## config.mk

```make
export PLATFORM = sky130hd
export DESIGN_NAME = filter_matrix_drain_flat
export DESIGN_NICKNAME = d
export VERILOG_FILES = /design/src/rtl/filter_matrix_drain_pkg.sv /design/src/rtl/filter_matrix_drain_if.sv /design/src/rtl/filter_matrix_drain_lsb_prio_enc36.sv /design/src/rtl/filter_matrix_drain.sv /design/src/flat_wrapper.sv
export SDC_FILE = /design/constraint.sdc
export NUM_CORES = 1
export LEC_CHECK = 0
export ABC_AREA = 1
export BUFFER_PORTS_ARGS = -buffer_cell sky130_fd_sc_hd__buf_2
export CAP_MARGIN = 20
export CORE_ASPECT_RATIO = 1.4
export CORE_UTILIZATION = 55
export CTS_CLUSTER_SIZE = 10
export DETAILED_ROUTE_END_ITERATION = 8
export GPL_ROUTABILITY_DRIVEN = 1
export PLACE_DENSITY = 0.81
export SLEW_MARGIN = 20
export SYNTH_ARGS = -nofsm -noshare
export SYNTH_HDL_FRONTEND = slang
export SYNTH_SLANG_ARGS = --single-unit
```

## constraint.sdc

```tcl
create_clock -name clk -period 4.79 [get_ports clk]
set_input_delay 0.7185 -clock clk [delete_from_list [all_inputs] [get_ports clk]]
set_output_delay 0.7185 -clock clk [all_outputs]
set_load 0.03 [all_outputs]
```

## src/rtl/filter_matrix_drain_pkg.sv

```systemverilog
`default_nettype none
// ============================================================================
//  Module      : filter_pkg
//  Description : Shared constants, state encoding and helpers for the
//                filter-matrix drain stage.
//  Revision    : 1.0  initial release
// ============================================================================
package filter_pkg;

    localparam int ROWS   = 6;
    localparam int COLS   = 6;
    localparam int W_WGT  = 5;
    localparam int W_CODE = 6;
    localparam int N_ENT  = ROWS * COLS;
    localparam int W_IDX  = 6;
    localparam int W_RC   = 3;

    typedef enum logic [1:0] {
        ST_IDLE  = 2'd0,
        ST_DRAIN = 2'd1,
        ST_DONE  = 2'd2
    } state_t;

    // Flat index to {row, col}; octal digits are exactly row and column,
    // so the stream never needs a divide-by-6.
    localparam logic [2*W_RC-1:0] RC_LUT [N_ENT] = '{
        6'o00, 6'o01, 6'o02, 6'o03, 6'o04, 6'o05,
        6'o10, 6'o11, 6'o12, 6'o13, 6'o14, 6'o15,
        6'o20, 6'o21, 6'o22, 6'o23, 6'o24, 6'o25,
        6'o30, 6'o31, 6'o32, 6'o33, 6'o34, 6'o35,
        6'o40, 6'o41, 6'o42, 6'o43, 6'o44, 6'o45,
        6'o50, 6'o51, 6'o52, 6'o53, 6'o54, 6'o55
    };

    // Number of set bits in a 36-bit entry mask.
    function automatic logic [W_IDX-1:0] popcount36(input logic [N_ENT-1:0] v);
        logic [W_IDX-1:0] cnt;
        cnt = '0;
        for (int i = 0; i < N_ENT; i++) begin
            cnt = cnt + W_IDX'(v[i]);
        end
        return cnt;
    endfunction

endpackage
`default_nettype wire

```

## src/rtl/filter_matrix_drain_if.sv

```systemverilog
`default_nettype none
// ============================================================================
//  Module      : filter_matrix_drain_if
//  Description : Valid/ready entry stream from the drain stage to the
//                scatter/gather dispatcher.
//  Revision    : 1.0  initial release
// ============================================================================
interface filter_matrix_drain_if;
    import filter_pkg::*;

    logic                 out_valid;
    logic                 out_ready;
    logic [W_RC-1:0]      out_row;
    logic [W_RC-1:0]      out_col;
    logic [W_WGT-1:0]     out_weight;
    logic [W_CODE-1:0]    out_code;
    logic                 out_last;

    modport master (
        output out_valid, out_row, out_col, out_weight, out_code, out_last,
        input  out_ready
    );

    modport slave (
        input  out_valid, out_row, out_col, out_weight, out_code, out_last,
        output out_ready
    );

endinterface
`default_nettype wire

```

## src/rtl/filter_matrix_drain_lsb_prio_enc36.sv

```systemverilog
`default_nettype none
// ============================================================================
//  Module      : lsb_prio_enc36
//  Description : Lowest-set-bit priority encoder over a 36-bit vector,
//                giving the index, a found flag and the one-hot select.
//  Revision    : 1.0  initial release
// ============================================================================
module lsb_prio_enc36
    import filter_pkg::*;
(
    input  logic [N_ENT-1:0] vec,
    output logic [W_IDX-1:0] idx,
    output logic             found,
    output logic [N_ENT-1:0] onehot
);

    // Isolate the lowest set bit and scan downward so the lowest index wins.
    always_comb begin
        onehot = vec & (~vec + N_ENT'(1));
        found  = |vec;
        idx    = '0;
        for (int i = N_ENT - 1; i >= 0; i--) begin
            if (vec[i]) begin
                idx = W_IDX'(i);
            end
        end
    end

endmodule
`default_nettype wire

```

## src/rtl/filter_matrix_drain.sv

```systemverilog
`default_nettype none
// ============================================================================
//  Module      : filter_matrix_drain
//  Description : Captures one 6x6 filter matrix and streams its surviving
//                entries (filter set, drop clear) in ascending flat index
//                order, one per accepted handshake.
//  Revision    : 1.0  initial release
// ============================================================================
module filter_matrix_drain
    import filter_pkg::*;
(
    input  logic                      clk,
    input  logic                      reset,
    input  logic                      load,
    input  logic [N_ENT-1:0]          filter_bit,
    input  logic [N_ENT*W_WGT-1:0]    filter_weight,
    input  logic [N_ENT*W_CODE-1:0]   filter_out,
    input  logic [N_ENT-1:0]          drop,
    output logic                      busy,
    output logic                      done,
    output logic [W_IDX-1:0]          emit_count,
    output logic [W_IDX-1:0]          drop_count,
    output logic                      overrun,
    filter_matrix_drain_if.master     out_if
);

    state_t                    state_q,      state_d;
    logic [N_ENT-1:0]          pending_q,    pending_d;
    logic [N_ENT*W_WGT-1:0]    weight_q,     weight_d;
    logic [N_ENT*W_CODE-1:0]   code_q,       code_d;
    logic [W_IDX-1:0]          emit_count_q, emit_count_d;
    logic [W_IDX-1:0]          drop_count_q, drop_count_d;
    logic                      overrun_q,    overrun_d;
    logic                      busy_q;
    logic                      done_q;

    logic [W_IDX-1:0]          sel_idx;
    logic                      sel_found;
    logic [N_ENT-1:0]          sel_onehot;
    logic [2*W_RC-1:0]         sel_rc;
    logic [W_WGT-1:0]          sel_weight;
    logic [W_CODE-1:0]         sel_code;
    logic                      out_valid;
    logic                      out_last;
    logic                      accept;
    logic [N_ENT-1:0]          survivors;

    lsb_prio_enc36 u_enc (
        .vec    (pending_q),
        .idx    (sel_idx),
        .found  (sel_found),
        .onehot (sel_onehot)
    );

    // Select the captured fields of the current entry with the one-hot mask.
    always_comb begin
        sel_weight = '0;
        sel_code   = '0;
        for (int i = 0; i < N_ENT; i++) begin
            sel_weight = sel_weight | ({W_WGT{sel_onehot[i]}}  & weight_q[i*W_WGT  +: W_WGT]);
            sel_code   = sel_code   | ({W_CODE{sel_onehot[i]}} & code_q[i*W_CODE +: W_CODE]);
        end
        sel_rc = RC_LUT[sel_idx];
    end

    // Stream outputs derive only from registered state; ready never feeds valid.
    always_comb begin
        out_valid = (state_q == ST_DRAIN) && sel_found;
        out_last  = out_valid && ((pending_q & (pending_q - N_ENT'(1))) == '0);
        accept    = out_valid && out_if.out_ready;
    end

    // Next-state and datapath update for capture, drain and completion.
    always_comb begin
        state_d      = state_q;
        pending_d    = pending_q;
        weight_d     = weight_q;
        code_d       = code_q;
        emit_count_d = emit_count_q;
        drop_count_d = drop_count_q;
        overrun_d    = overrun_q;
        survivors    = filter_bit & ~drop;

        if (load && (state_q != ST_IDLE)) begin
            overrun_d = 1'b1;
        end

        case (state_q)
            ST_IDLE: begin
                if (load) begin
                    weight_d     = filter_weight;
                    code_d       = filter_out;
                    pending_d    = survivors;
                    drop_count_d = popcount36(filter_bit & drop);
                    emit_count_d = '0;
                    state_d      = (|survivors) ? ST_DRAIN : ST_DONE;
                end
            end
            ST_DRAIN: begin
                if (accept) begin
                    pending_d    = pending_q & ~sel_onehot;
                    emit_count_d = emit_count_q + W_IDX'(1);
                    if (out_last) begin
                        state_d = ST_DONE;
                    end
                end
            end
            ST_DONE: begin
                state_d = ST_IDLE;
            end
            default: begin
                state_d = ST_IDLE;
            end
        endcase
    end

    // State and capture registers; busy/done are registered from the next state.
    always_ff @(posedge clk or negedge reset) begin
        if (!reset) begin
            state_q      <= ST_IDLE;
            pending_q    <= '0;
            weight_q     <= '0;
            code_q       <= '0;
            emit_count_q <= '0;
            drop_count_q <= '0;
            overrun_q    <= 1'b0;
            busy_q       <= 1'b0;
            done_q       <= 1'b0;
        end else begin
            state_q      <= state_d;
            pending_q    <= pending_d;
            weight_q     <= weight_d;
            code_q       <= code_d;
            emit_count_q <= emit_count_d;
            drop_count_q <= drop_count_d;
            overrun_q    <= overrun_d;
            busy_q       <= (state_d != ST_IDLE);
            done_q       <= (state_d == ST_DONE);
        end
    end

    // Data fields read zero whenever no entry is presented.
    always_comb begin
        out_if.out_valid  = out_valid;
        out_if.out_last   = out_last;
        out_if.out_row    = out_valid ? sel_rc[2*W_RC-1:W_RC] : '0;
        out_if.out_col    = out_valid ? sel_rc[W_RC-1:0]      : '0;
        out_if.out_weight = out_valid ? sel_weight            : '0;
        out_if.out_code   = out_valid ? sel_code              : '0;
        busy              = busy_q;
        done              = done_q;
        emit_count        = emit_count_q;
        drop_count        = drop_count_q;
        overrun           = overrun_q;
    end

endmodule
`default_nettype wire

```

## src/flat_wrapper.sv

```systemverilog
// flat-port wrapper written by rule: the top's interface ports become plain ports
module filter_matrix_drain_flat import filter_pkg::*;
  (clk, reset, load, filter_bit, filter_weight, filter_out, drop, busy, done, emit_count, drop_count, overrun, out_if_out_valid, out_if_out_row, out_if_out_col, out_if_out_weight, out_if_out_code, out_if_out_last, out_if_out_ready);
  filter_matrix_drain_if out_if_i ();
  input  logic clk;
  input  logic reset;
  input  logic load;
  input  logic [N_ENT-1:0] filter_bit;
  input  logic [N_ENT*W_WGT-1:0] filter_weight;
  input  logic [N_ENT*W_CODE-1:0] filter_out;
  input  logic [N_ENT-1:0] drop;
  output logic busy;
  output logic done;
  output logic [W_IDX-1:0] emit_count;
  output logic [W_IDX-1:0] drop_count;
  output logic overrun;
  output wire logic [$bits(out_if_i.out_valid)-1:0] out_if_out_valid;
  output wire logic [$bits(out_if_i.out_row)-1:0] out_if_out_row;
  output wire logic [$bits(out_if_i.out_col)-1:0] out_if_out_col;
  output wire logic [$bits(out_if_i.out_weight)-1:0] out_if_out_weight;
  output wire logic [$bits(out_if_i.out_code)-1:0] out_if_out_code;
  output wire logic [$bits(out_if_i.out_last)-1:0] out_if_out_last;
  input wire logic [$bits(out_if_i.out_ready)-1:0] out_if_out_ready;
  assign out_if_out_valid = out_if_i.out_valid;
  assign out_if_out_row = out_if_i.out_row;
  assign out_if_out_col = out_if_i.out_col;
  assign out_if_out_weight = out_if_i.out_weight;
  assign out_if_out_code = out_if_i.out_code;
  assign out_if_out_last = out_if_i.out_last;
  assign out_if_i.out_ready = out_if_out_ready;
  filter_matrix_drain u_core (.clk(clk), .reset(reset), .load(load), .filter_bit(filter_bit), .filter_weight(filter_weight), .filter_out(filter_out), .drop(drop), .busy(busy), .done(done), .emit_count(emit_count), .drop_count(drop_count), .overrun(overrun), .out_if(out_if_i));
endmodule
```

==> results of run 1 <==
[cell families (layout without fill, tap and decap cells)]
| family | after synthesis | after routing | share of synthesized area |
|---|---|---|---|
| AND/OR/NAND/NOR | 1708 | 1708 | 0.3039 |
| flip-flops | 449 | 449 | 0.5055 |
| other | 0 | 2 | 0 |
| adder cells (fa/ha/maj) | 41 | 41 | 0.03254 |
| AO/OA/AOI/OAI | 315 | 315 | 0.08884 |
| XOR/XNOR | 2 | 2 | 0.0007883 |
| buffers and inverters | 400 | 890 | 0.06840 |
[synth_stat cells, types with 2 or more instances]
master / count
nor2_4: 5
a21oi_1: 36
nand3_1: 70
nand2_1: 1397
nand4_1: 39
o21ai_0: 139
a22oi_1: 7
o22ai_1: 27
nor2_1: 154
o211ai_1: 17
nor3_1: 9
clkbuf_1: 121
fa_1: 28
inv_2: 6
a211oi_1: 17
nor4_1: 24
a41oi_1: 2
dfrtp_1: 449
a221oi_1: 41
nand2_2: 3
o2111ai_1: 4
a31oi_1: 8
o21bai_1: 2
buf_1: 6
nor2_2: 4
a32o_1: 11
a22o_1: 3
ha_1: 13
inv_1: 258
buf_2: 6
[metal layers]
metal | track usage | wire length (um) | vias up
li1 | - | - | 10110
met5 | 0 | 48 | -
met2 | 0.6152 | 37180 | 1246
met3 | 0.07391 | 6863 | 312
met4 | 0.2969 | 6631 | 8
met1 | 0.4488 | 27760 | 10570
[stage by stage]
stage | setup WS, ns | utilization | area (um^2) | hold slack (ns) | power [mW]
after global routing | -0.1731 | 0.6831 | 27050 | 0.2535 | 15.14
after CTS | -0.07596 | 0.6767 | 26800 | 0.2190 | 14.08
final | -0.02145 | 0.6833 | 27060 | 0.1576 | 14.36
after detailed placement | -0.6853 | 0.6420 | 25420 | 0.4652 | 10.57
after global placement | -0.6169 | 0.6420 | 25420 | 0.4617 | 10.34
after floorplan | -0.2763 | - | 22240 | 0.4229 | 8.690
[where the power goes]
group          internal (mW)  switching (mW)  leakage [nW]
Clock                   1.96            1.46         0.665
Combinational           1.78            3.32          8.46
Sequential              5.04           0.797          5.60
Total                   8.78            5.58          14.7
[critical path, stage by stage]
cell and delay [ns]:
buf_6 0.10, nand2_2 0.06, inv_2 0.04, ha_4 0.25, inv_2 0.03, fa_1 0.45, fa_1 0.53, fa_1 0.44
fa_1 0.51, fa_1 0.44, fa_1 0.51, inv_2 0.04, fa_2 0.35, fa_2 0.37, a21oi_2 0.15, o21bai_1 0.09
nand3_1 0.08, o211ai_1 0.09
[sequential cells by signal, summed over array words and instances, names as in the netlist]
name,cells
u_core.weight_q,180
u_core.code_q,216
u_core.busy,1
u_core.done,1
u_core.overrun,1
u_core.state_q,2
u_core.emit_count,6
u_core.drop_count,6
u_core.pending_q,36
[worst max-delay path by stage]
stage                           endpoint  slack (ns)  cells after the start                 from
global route          out_if_out_code[3]       -0.17                     22  u_core.pending_q[1]
floorplan           u_core.drop_count[4]       -0.28                     17              drop[1]
detailed placement  u_core.drop_count[4]       -0.69                     18              drop[1]
global placement    u_core.drop_count[4]       -0.62                     18              drop[1]
CTS                 u_core.drop_count[4]       -0.08                     18              drop[1]
finish              u_core.drop_count[4]       -0.02                     18              drop[0]
[area by class of cell]
type / instances / area share
Inverter: 265 / 0.03713
Sequential cell: 449 / 0.4153
Tap cell: 528 / 0.02442
Clock inverter: 2 / 0.001434
Timing Repair Buffer: 567 / 0.1146
Clock buffer: 56 / 0.04860
Multi-Input combinational cell: 2066 / 0.3584
Antenna cell: 2 / 0.0001850
[timing repair]
item	CTS	global route
resized for setup	5	47
pin swaps	1	10
setup buffers	0	6
setup endpoints to repair	6	14
==> reports/metrics.yaml, run 1 <==
sta:
  rsz0062_at_grt: "yes"
  tightest_slew_ns: 1.133
  period_minus_slack_ns: 4.811
  hold_viol: 0
  slew_viol_final: 0
  setup_viol: 1
  relSlewSlack: 0.2445
  fin_skew_ns: 0.01432
  setup_tns_ns: -0.02145
  fmax_ghz: 0.2078
  final.setup.worst_slack_ns: -0.02145
  finalCritPeriodShare: 1.004
grt:
  grt_start_max_net_pins: 213
  overflow: 0
  grt_pass1_wl_um: 118100
  grt_usage: 0.3824
  antenna_found_initial: 6
  grt_pass1_vias: 22070
min_path:
  hp-class: "in -> async"
clock_tree:
  clkTransAtPathRegs_ns: 0.06
  cts_tree: "yes"
  cts_max_level: 2
  worstSkewPairLatency_ns: 0.57
  cts_root_buffer: "clkbuf_16"
  clk_path_buf_depth: 3
  cts_sinks: 449
  cts_buffers: 51
  cts-hold-fix-buffers: 0
route:
  route.detailed.drc: 0
  routedWlPerCell_um: 19.95
  dr.pass1.iters: 6
  ant_nets: 0
  finalWirelength_um: 78490
  vias_per_cell: 5.654
  num_vias: 22250
  drtIter0Drc: 2069
synthesis:
  synth_area_mm2: 0.02223
  synth_nets: 3428
  ys_warn_count: 0
  synth-seq-cells: 449
  synth.avg_cell_area_um2: 7.624
  yosys.area.top_type_share: 0.5055
  ys_types: 39
  synth_area_leaders: "dfrtp_1, nand2_1, inv_1"
  synth-seq-area-share: 0.5055
  synth-edff-count: 0
  synth_top_cell_by_area: "dfrtp_1"
  synth_cells: 2915
  synthFlopType: "dfrtp_1"
  ys_async_sr_fraction: 1.000
power_and_ir_drop:
  powerDensity_mw_per_mm2: 530.7
  p_leak_nw: 14.72
  peakVddDrop_mv: 0.3403
floorplan:
  ios: 506
  die_height_um: 239.9
  rows: 86
  start_util: 0.5613
  die-area_mm2: 0.04123
  core_mm2: 0.03960
  fp.dieW_um: 171.9
layout:
  area.sequential_mm2: 0.01124
  nets: 3913
  synthToLayoutAreaGrowth_pct: 21.74
  layout_common_cells: "nand2_1, buf_2, dfrtp_1"
  final_common_cell: "nand2_1"
  nFillCells: 3339
  stdcell_count: 3935
  layout-drive-gt1-share: 0.2035
  multiInputGateArea_mm2: 0.009696
critical_path:
  end_kind: "register"
  cp.required_ns: 5.23
  worst-setup-path-type: "in -> reg"
  cp-start-kind: "input port"
  arrival_ns: 5.26
  reg2regPathDepth: 13
  r2r_start: "u_core.pending_q[31]"
  reg2reg_slack_ns: 1.41
  cp_max_fo: 2
  r2r-end: "u_core.pending_q[22]"
place:
  dp_hpwl_um: 58200
  placed_cells: 3869
  gp_congestion: 0.9652
  portBuffers: 505
job:
  cap_violations: 0
status:
  violations: "setup timing"
  status: "finished, violations left"
Note: power is estimated with default switching activity, not from simulation.
==> inputs of run 2 (changes only) <==
- ABC_AREA: 1 -> unset
- CAP_MARGIN: 20 -> 40
==> reports/metrics.yaml, run 2 <==
synthesis:
  yosys.area.top_type_share: 0.5144
  synth_top_cell_by_area: "dfrtp_1"
  synth_most_common_cell: "nand2_1"
  synth_nets: 3168
  synth_area_leaders: "dfrtp_1, nand2_1, a22oi_1"
  synth_area_mm2: 0.02184
  yosys-top-cells-count: "nand2_1, dfrtp_1, clkbuf_1"
  ys_async_sr_fraction: 1.000
  synth-seq-cells: 449
  synth.avg_cell_area_um2: 8.227
  ys_types: 67
  synth_cells: 2655
  ys_warn_count: 0
  synth-edff-count: 0
  synth-seq-area-share: 0.5144
  synthFlopType: "dfrtp_1"
sta:
  tightest_slew_ns: 0.8948
  slew_viol_final: 0
  fmax_ghz: 0.2004
  final.setup.worst_slack_ns: -0.2002
  hold-worst-slack_ns: 0.2176
  hold_viol: 0
  period_minus_slack_ns: 4.990
  fin_skew_ns: 0.02251
  rsz0062_at_grt: "yes"
  setup_viol: 1
  finalCritPeriodShare: 1.042
  relSlewSlack: 0.4035
power_and_ir_drop:
  peakVddDrop_mv: 0.4736
  finalPower_mw: 18.52
  p_leak_nw: 14.21
  powerDensity_mw_per_mm2: 690.4
grt:
  grt_pass1_wl_um: 116400
  antenna_found_initial: 12
  grt_start_max_net_pins: 197
  grt_pass1_vias: 21220
  grt_usage: 0.3805
  overflow: 0
critical_path:
  arrival_ns: 5.43
  worst-setup-path-type: "in -> reg"
  r2r-end: "u_core.pending_q[10]"
  reg2regPathDepth: 10
  cp-start-kind: "input port"
  r2r_start: "u_core.pending_q[0]"
  cp.required_ns: 5.23
  cp_max_fo: 2
  end_kind: "register"
  reg2reg_slack_ns: 1.34
floorplan:
  die-area_mm2: 0.04053
  rows: 86
  ios: 506
  start_util: 0.5562
  die_height_um: 237.8
  fp.dieW_um: 170.4
  core_mm2: 0.03928
route:
  routedWlPerCell_um: 20.74
  ant_nets: 0
  dr.pass1.iters: 9
  route.detailed.drc: 0
  vias_per_cell: 5.800
  num_vias: 21420
  drtIter0Drc: 2713
  finalWirelength_um: 76590
layout:
  top_register: "u_core.code_q"
  area.sequential_mm2: 0.01124
  layout_common_cells: "nand2_1, buf_2, dfrtp_1"
  final_common_cell: "nand2_1"
  reg_top3: "u_core.code_q x216, u_core.weight_q x180, u_core.pending_q x36"
  layout-drive-gt1-share: 0.2240
  post-route-util: 0.6829
  multiInputGateArea_mm2: 0.009985
  nets: 3659
  stdcell_count: 3692
  nFillCells: 3157
  largest_register_ffs: 216
  synthToLayoutAreaGrowth_pct: 22.79
place:
  dp_hpwl_um: 56790
  gp_congestion: 0.9553
  portBuffers: 505
  placed_cells: 3617
  pre_cts_ws_ns: -0.7774
min_path:
  hp-class: "in -> async"
clock_tree:
  clk_path_buf_depth: 3
  cts-hold-fix-buffers: 0
  worstSkewPairLatency_ns: 0.57
  cts_root_buffer: "clkbuf_16"
  cts_tree: "yes"
  cts_buffers: 51
  clkTransAtPathRegs_ns: 0.05
  cts_max_level: 2
  cts_sinks: 449
job:
  cap_violations: 0
status:
  status: "finished, violations left"
  violations: "setup timing"
run 2: changes by cell type in the layout (fill, tap and decap cells not counted), sizes merged, moves of 18 or more:
| cell | delta |
|---|---|
| nand3 | -54 |
| buf | +26 |
| o21ai | -38 |
| nand2 | -73 |
| nor2 | -86 |
| inv | -216 |
| nand2b | +35 |
| a22oi | +87 |
| and2 | +20 |
| o22ai | -18 |
run 2: cell type report:
class | instances | share of cell area
Multi-Input combinational cell | 2001 | 0.3723
Timing Repair Buffer | 593 | 0.1245
Antenna cell | 12 | 0.001120
Sequential cell | 449 | 0.4189
Tap cell | 528 | 0.02463
Inverter | 50 | 0.007091
Clock buffer | 56 | 0.04907
Clock inverter | 3 | 0.002426
run 2: where the power goes:
part	internal, mW	leakage, nW	switching, mW	total, mW
combinational	3.01	7.89	5.43	8.44
clock	1.97	0.675	1.47	3.44
sequential	5.48	5.64	1.16	6.64
total	10.5	14.2	8.06	18.5
run 2: critical path, stage by stage:
cell and delay (ns):
buf_6 0.09, and2_4 0.16, ha_4 0.26, inv_2 0.03, fa_1 0.45, fa_1 0.51, fa_1 0.44, fa_1 0.51
fa_1 0.44, fa_1 0.51, inv_2 0.04, fa_2 0.35, fa_2 0.35, a21o_1 0.20, a21oi_2 0.14, xor2_1 0.16
o21ai_1 0.07
run 2: cells by family after synthesis:
| logic type | synth area share |
|---|---|
| adder cells (fa/ha/maj) | 0.03357 |
| XOR/XNOR | 0.002807 |
| flip-flops | 0.5144 |
| AO/OA/AOI/OAI | 0.1161 |
| buffers and inverters | 0.03746 |
| AND/OR/NAND/NOR | 0.2957 |
run 2: how the worst max path moves through the flow:
stage                     startpoint                    to  slack, ns
after floorplan              drop[0]  u_core.drop_count[4]      -0.51
after global placement       drop[0]  u_core.drop_count[4]      -0.79
after detailed placement     drop[0]  u_core.drop_count[4]      -0.78
after CTS                    drop[0]  u_core.drop_count[4]      -0.18
after global routing         drop[0]  u_core.drop_count[4]      -0.33
final                        drop[0]  u_core.drop_count[4]      -0.20
run 2: metal layers:
layer  up-vias  part of all wire  GRT usage
li1       9672                 -          -
met1     10150              0.36     0.4513
met2      1292              0.49     0.6359
met3       301             0.082    0.06360
met4         4             0.069     0.2509
met5         -           0.00033          0
run 2: through the flow:
stage               area (um^2)  setup TNS (ns)
detailed placement        25240          -2.911
CTS                       26690         -0.2471
global placement          25180          -2.837
floorplan                 21870          -1.238
global route              26820         -0.5273
finish                    26820         -0.2002
run 2: what timing repair did:
action,CTS,global route
setup endpoints to repair,14,16
setup buffers,2,1
resized for setup,20,23
pin swaps,2,8
